**src/rtl/gt_frame_pkg.sv**
```systemverilog
// -----------------------------------------------------------------------------
// gt_frame_pkg
// Shared 8B/10B framing constants for the GT TX framer and the matching RX
// deframer. Contents:
//   - K-characters used for framing (K28.5 comma, K27.7 SOF, K29.7 EOF)
//   - IDLE / SOF code words with their charisk patterns
//   - EOF word builder and the abort count marker
//   - framer FSM state encoding
//   - popcount4 and byte-masking helpers
// -----------------------------------------------------------------------------
package gt_frame_pkg;

  localparam logic [7:0]  K28_5 = 8'hBC;
  localparam logic [7:0]  K27_7 = 8'hFB;
  localparam logic [7:0]  K29_7 = 8'hFD;

  // Comma idle: K28.5 in bytes 0 and 2, D16.2 (0x50) filler in bytes 1 and 3.
  localparam logic [31:0] IDLE_WORD = {8'h50, K28_5, 8'h50, K28_5};
  localparam logic [3:0]  IDLE_CHAR = 4'b0101;

  localparam logic [31:0] SOF_WORD  = {24'h50_5050, K27_7};
  localparam logic [3:0]  SOF_CHAR  = 4'b0001;

  localparam logic [3:0]  EOF_CHAR  = 4'b0001;
  localparam logic [7:0]  EOF_ABORT_CNT = 8'hFF;

  localparam logic [3:0]  DATA_CHAR = 4'b0000;

  typedef enum logic [2:0] {
    ST_IDLE,
    ST_SOF,
    ST_DATA,
    ST_EOF,
    ST_DROP,
    ST_GAP
  } state_e;

  function automatic logic [2:0] popcount4(input logic [3:0] v);
    return {2'b00, v[0]} + {2'b00, v[1]} + {2'b00, v[2]} + {2'b00, v[3]};
  endfunction

  // EOF carries the byte count of the last payload word in byte 1.
  function automatic logic [31:0] eof_word(input logic [7:0] cnt);
    return {16'h0000, cnt, K29_7};
  endfunction

  // Bytes not flagged in tkeep are sent as zero so stale data never leaks.
  function automatic logic [31:0] mask_keep(input logic [31:0] data,
                                            input logic [3:0]  keep);
    logic [31:0] masked;
    masked = '0;
    for (int i = 0; i < 4; i++) begin
      masked[8*i +: 8] = keep[i] ? data[8*i +: 8] : 8'h00;
    end
    return masked;
  endfunction

endpackage

```
**src/rtl/gt_tx_framer.sv**
```systemverilog
// -----------------------------------------------------------------------------
// gt_tx_framer
// Wraps 32-bit AXI-Stream packets as SOF / payload / EOF words for the GT TX
// user port (txusrclk2 domain). Gaps are filled with comma idles, a minimum
// idle gap follows every frame, and frames are aborted on oversize or TX
// link loss. Byte 0 (bits [7:0]) is transmitted first.
//
// Ports:
//   i_clk            TX user clock
//   i_rst            synchronous active-high reset
//   i_tx_done        GT TX reset-done; no new frame starts while low
//   i_s_axis_tdata   payload word
//   i_s_axis_tkeep   valid bytes, contiguous from LSB
//   i_s_axis_tlast   last beat of packet
//   i_s_axis_tvalid  upstream word valid
//   o_s_axis_tready  framer accepts a word this cycle (DATA / DROP only)
//   o_tx_data        word to GT txdata (registered)
//   o_tx_char        charisk to GT txcharisk (registered)
//   o_frame_cnt      frames completed with a good EOF, wraps
//   o_abort          one-cycle pulse aligned with the aborted frame's marker
// -----------------------------------------------------------------------------
module gt_tx_framer
  import gt_frame_pkg::*;
#(
  parameter int IDLE_MIN    = 2,
  parameter int MAX_PAYLOAD = 256
) (
  input  logic        i_clk,
  input  logic        i_rst,
  input  logic        i_tx_done,
  input  logic [31:0] i_s_axis_tdata,
  input  logic [3:0]  i_s_axis_tkeep,
  input  logic        i_s_axis_tlast,
  input  logic        i_s_axis_tvalid,
  output logic        o_s_axis_tready,
  output logic [31:0] o_tx_data,
  output logic [3:0]  o_tx_char,
  output logic [15:0] o_frame_cnt,
  output logic        o_abort
);

  localparam int WCNT_W = $clog2(MAX_PAYLOAD + 1);
  localparam int GAP_W  = (IDLE_MIN > 1) ? $clog2(IDLE_MIN) : 1;

  state_e              state_q;
  logic [WCNT_W-1:0]   word_cnt_q;
  logic [GAP_W-1:0]    gap_cnt_q;
  logic [7:0]          eof_cnt_q;
  logic [31:0]         tx_data_q;
  logic [3:0]          tx_char_q;
  logic [15:0]         frame_cnt_q;
  logic                abort_q;

  logic                xfer;

  assign o_s_axis_tready = (state_q == ST_DATA) || (state_q == ST_DROP);
  assign xfer            = i_s_axis_tvalid && o_s_axis_tready;

  assign o_tx_data   = tx_data_q;
  assign o_tx_char   = tx_char_q;
  assign o_frame_cnt = frame_cnt_q;
  assign o_abort     = abort_q;

  // Each state decides the word that goes out on the following cycle, so the
  // word emitted by state X appears on o_tx_data while the FSM is in X's
  // successor.
  // NOTE: every assignment in this clocked block is non-blocking so all
  // registers update together from the same pre-edge values.
  always_ff @(posedge i_clk) begin
    if (i_rst) begin
      state_q     <= ST_IDLE;
      word_cnt_q  <= '0;
      gap_cnt_q   <= '0;
      eof_cnt_q   <= '0;
      tx_data_q   <= IDLE_WORD;
      tx_char_q   <= IDLE_CHAR;
      frame_cnt_q <= '0;
      abort_q     <= 1'b0;
    end else begin
      // Comma fill unless a state below claims the output slot.
      tx_data_q <= IDLE_WORD;
      tx_char_q <= IDLE_CHAR;
      abort_q   <= 1'b0;

      unique case (state_q)
        ST_IDLE: begin
          if (i_tx_done && i_s_axis_tvalid) state_q <= ST_SOF;
        end

        ST_SOF: begin
          word_cnt_q <= '0;
          if (!i_tx_done) begin
            abort_q <= 1'b1;
            state_q <= ST_DROP;
          end else begin
            tx_data_q <= SOF_WORD;
            tx_char_q <= SOF_CHAR;
            state_q   <= ST_DATA;
          end
        end

        ST_DATA: begin
          if (!i_tx_done) begin
            // Link lost: no EOF; the beat taken this cycle (if any) is dropped.
            abort_q   <= 1'b1;
            gap_cnt_q <= '0;
            state_q   <= (xfer && i_s_axis_tlast) ? ST_GAP : ST_DROP;
          end else if (xfer) begin
            if (word_cnt_q == WCNT_W'(MAX_PAYLOAD)) begin
              // Oversize beat replaced by the abort EOF; beats the rest away.
              tx_data_q <= eof_word(EOF_ABORT_CNT);
              tx_char_q <= EOF_CHAR;
              abort_q   <= 1'b1;
              gap_cnt_q <= '0;
              state_q   <= i_s_axis_tlast ? ST_GAP : ST_DROP;
            end else begin
              tx_data_q  <= mask_keep(i_s_axis_tdata, i_s_axis_tkeep);
              tx_char_q  <= DATA_CHAR;
              word_cnt_q <= word_cnt_q + 1'b1;
              if (i_s_axis_tlast) begin
                eof_cnt_q <= {5'b00000, popcount4(i_s_axis_tkeep)};
                state_q   <= ST_EOF;
              end
            end
          end
        end

        ST_EOF: begin
          gap_cnt_q <= '0;
          state_q   <= ST_GAP;
          if (!i_tx_done) begin
            // The packet's tlast is already consumed, so nothing is left to
            // drain: skip DROP and go straight to the gap.
            abort_q <= 1'b1;
          end else begin
            tx_data_q   <= eof_word(eof_cnt_q);
            tx_char_q   <= EOF_CHAR;
            frame_cnt_q <= frame_cnt_q + 16'd1;
          end
        end

        ST_DROP: begin
          if (xfer && i_s_axis_tlast) begin
            gap_cnt_q <= '0;
            state_q   <= ST_GAP;
          end
        end

        ST_GAP: begin
          // The last gap cycle may launch SOF directly so that exactly
          // IDLE_MIN idles separate back-to-back frames.
          if (gap_cnt_q == GAP_W'(IDLE_MIN - 1)) begin
            state_q <= (i_tx_done && i_s_axis_tvalid) ? ST_SOF : ST_IDLE;
          end else begin
            gap_cnt_q <= gap_cnt_q + 1'b1;
          end
        end

        default: state_q <= ST_IDLE;
      endcase
    end
  end

endmodule
```
**config.mk**
```make
export PLATFORM = sky130hd
export DESIGN_NAME = gt_tx_framer
export DESIGN_NICKNAME = d
export VERILOG_FILES = /design/src/rtl/gt_frame_pkg.sv /design/src/rtl/gt_tx_framer.sv
export SDC_FILE = /design/constraint.sdc
export NUM_CORES = 1
export LEC_CHECK = 0
export ABC_AREA = 1
export CORE_UTILIZATION = 44
export CTS_BUF_LIST = sky130_fd_sc_hd__clkbuf_2
export DETAILED_ROUTE_END_ITERATION = 8
export PLACE_DENSITY = 0.75
export SLEW_MARGIN = 20
export SYNTH_ARGS = -nofsm -noshare
export SYNTH_HDL_FRONTEND = slang
export SYNTH_SLANG_ARGS = --single-unit
```
**constraint.sdc**
```tcl
create_clock -name i_clk -period 2 [get_ports i_clk]
set_input_delay 0.6 -clock i_clk [delete_from_list [all_inputs] [get_ports i_clk]]
set_output_delay 0.6 -clock i_clk [all_outputs]
set_load 0.02 [all_outputs]
```
==> flow_summary.json, run 1 <==
{
  "ys_types": 31,
  "pwr_density_cell_nw_per_um2": 815,
  "critical-path-top-delay-family": "adder cells",
  "ioPinCount": 95,
  "max_stage_delay_ps": 540,
  "final_cell_mix": "nand2_1 (104), dfxtp_1 (64), nor2_1 (63)",
  "pwr-share-seq": 0.412,
  "internal-power_mw": 2.30,
  "vdd.ir_drop.worst_v": 0.000455,
  "syn_avg_cell_area_um2": 7.12,
  "nets": 632,
  "switchingPower_mw": 1.40,
  "busiest_layer": "met2",
  "critPathMaxFanout": 2,
  "cts_hold_buf": 0,
  "fmax_mhz": 517,
  "drt_iter0_drc": 196,
  "antenna_found_initial": 0,
  "drtAntennaViolNets": 0,
  "finalHoldViolations": 0,
  "ys_ff_latch": 67,
  "swShare": 0.379,
  "slowest_stage": "fa_1",
  "core-area_um2": 6910,
  "cts.root.buffer_cell": "clkbuf_2",
  "wl_per_cell_um": 12.5,
  "placedInstanceArea_um2": 4450,
  "instances_no_fill": 684,
  "firstDrtPassIters": 4,
  "grt_max_degree": 15,
  "clock_sinks": 67,
  "cp.arrival_ps": 2360,
  "met2_usage": 0.377,
  "critPathLaunchType": "input pin",
  "grt-ovfl-total": 0,
  "power_mw": 3.70,
  "cts_buffers": 9,
  "hold_class": "reg2reg",
  "final_common_cell": "nand2_1",
  "crit_type": "in2reg",
  "cts.htree.levels": 3,
  "pwr-share-clk": 0.213,
  "path_clk_slew_ps": 210,
  "end_kind": "flop",
  "vias_per_cell": 4.81,
  "clk_latency_ps": 490,
  "met3_usage": 0.0370,
  "min_period_ps": 1940,
  "dp.cells": 665,
  "drive_gt1_frac": 0.141,
  "grtUsageTotal": 0.224,
  "fin_setup_tns_ps": 0,
  "p_leak_nw": 2.14,
  "crit_chain": "clkdlybuf4s50_1, inv_1, fa_1, inv_1, ha_1, ha_1, nor2_1, nor2_1",
  "max-cap-violations": 0,
  "gp_congestion": 0.914,
  "ys_warn_count": 0,
  "status": "finished, final reports clean",
  "final_util": 0.657,
  "rsz0062_at_grt": "false",
  "synthCells": 450,
  "final-max-slew-violation-count": 0,
  "setup_violations": 0,
  "fin_crit_sh": 0.968,
  "num_vias": 3290,
  "gr-usage-met1": 0.282,
  "grt_pass1_vias": 2984,
  "fin_area_um2": 4540,
  "dieArea_um2": 7620,
  "initial_core_util": 0.464,
  "drc_errors": 0,
  "syn_area_um2": 3200,
  "cts_tree": "yes",
  "synth_seq_area_share": 0.419,
  "clock_skew_ps": 26.2,
  "die_y_um": 87.3,
  "required_ps": 2420,
  "area_delta_synth_final_pct": 41.7,
  "clockBufferDepth": 2,
  "path_buf_inv": 3,
  "power_frac_comb": 0.375,
  "placementRows": 30,
  "n_antenna_cell": 0,
  "grt_pass1_wl_um": 13300,
  "io_buffers": 92,
  "die-width_um": 87.3,
  "wirelength_um": 8580,
  "dp_hpwl_um": 6490
}
## per-layer routing
layer  wire (µm)  up-vias
met5           0        -
met4          94        0
met3         535        9
met2        4000      105
met1        3950     1483
li1            -     1693
## sequential cells by signal (all words and copies together) (netlist names)
name and cells:
eof_cnt_q 3, gap_cnt_q 1, o_abort 1, o_frame_cnt 16
o_tx_char 2, o_tx_data 32, state_q 3, word_cnt_q 9
## final cells by class
class	instances	area (µm²)
inverter	62	238
sequential	67	1350
timing repair buffer	130	1140
clock buffer	9	45.0
tap	96	120
multi-input combinational	313	1580
fill	626	2370
clock inverter	7	68.8
## path summary, 6_finish.rpt
| kind | from | end | slack [ps] | depth (start not counted) |
|---|---|---|---|---|
| max | i_s_axis_tkeep[0] | eof_cnt_q[1]$_SDFFE_PP0P_ | 60 | 8 |
| min | gap_cnt_q$_SDFFE_PP0P_ | gap_cnt_q$_SDFFE_PP0P_ | 510 | 2 |
| max reg2reg | word_cnt_q[0]$_SDFFE_PP0P_ | state_q[1]$_SDFFE_PP0P_ | 230 | 11 |
| min reg2reg | gap_cnt_q$_SDFFE_PP0P_ | gap_cnt_q$_SDFFE_PP0P_ | 510 | 2 |
## cells in the mapped netlist
cell | instances | area (µm²)
inv_1 | 57 | 214
nor2_2 | 4 | 25.0
nand3_2 | 2 | 20.0
nor3_1 | 15 | 75.1
buf_4 | 4 | 30.0
ha_1 | 7 | 87.6
clkbuf_1 | 4 | 15.0
nand3_4 | 1 | 17.5
dfxtp_1 | 67 | 1340
nor2_8 | 3 | 60.1
buf_6 | 1 | 11.3
nand2_2 | 1 | 6.26
nor3_2 | 1 | 10.0
o21bai_1 | 2 | 15.0
fa_1 | 1 | 20.0
inv_4 | 2 | 12.5
a21oi_1 | 29 | 145
nand2_4 | 4 | 45.0
a22oi_1 | 1 | 7.51
o21a_1 | 3 | 22.5
xor2_1 | 2 | 17.5
o21ai_0 | 15 | 75.1
inv_2 | 3 | 11.3
o21ai_1 | 4 | 20.0
nor4_1 | 1 | 6.26
conb_1 | 1 | 3.75
nand3_1 | 37 | 185
nor2_1 | 64 | 240
nand4_1 | 7 | 43.8
nand2_1 | 106 | 398
nand4_4 | 1 | 21.3
## logic make-up (layout without fill, tap and decap cells)
family,after synthesis,after routing,share of synthesized area
simple gates,247,247,0.360
flops,67,67,0.419
fa+ha+maj,8,8,0.0336
buf+inv,71,208,0.0918
xor+xnor,2,2,0.00547
compound gates,54,54,0.0891
other cells,1,2,0.00117
## timing repair
item | 4_1_cts | 5_1_grt
gates resized for setup | 58 | 5
endpoints found under the setup margin | 52 | 1
buffers inserted | 0 | 3
## power by group through the flow
| stage | Combinational, mW | Sequential, mW | Clock [mW] |
|---|---|---|---|
| CTS | 1.33 | 1.52 | 0.804 |
| global placement | 1.38 | 1.55 | 0 |
| floorplan | 0.702 | 1.69 | 0 |
| detailed placement | 1.40 | 1.56 | 0 |
| global route | 1.52 | 1.54 | 0.850 |
| finish | 1.39 | 1.52 | 0.786 |
## through the flow
stage / setup slack (ps) / hold WS [ps]
2_1_floorplan: 28.6 / 448
3_3_place_gp: -427 / 469
3_5_place_dp: -475 / 471
4_1_cts: -38.7 / 502
5_1_grt: 9.59 / 523
6_report: 64.1 / 508
## worst reg2reg max path, stage by stage (launching register included)
cell and delay (ps):
dfxtp_1 360, inv_1 100, ha_1 150, nand2_1 60, nor2_1 110, nand2_1 200, nand3_1 140, nand2_1 100
nor2_1 250, nand2_1 110, nand2_1 80, nor2_1 40
Power figures use the tool's default switching activity.
==> run 2: changes to the inputs <==
--- a/config.mk
+++ b/config.mk
@@ -9,6 +9,7 @@
 export CORE_UTILIZATION = 44
 export CTS_BUF_LIST = sky130_fd_sc_hd__clkbuf_2
 export DETAILED_ROUTE_END_ITERATION = 8
+export GPL_TIMING_DRIVEN = 1
 export PLACE_DENSITY = 0.75
 export SLEW_MARGIN = 20
 export SYNTH_ARGS = -nofsm -noshare
==> results of run 2 <==
The final DEF is identical to that of run 1; final timing and power are the same.
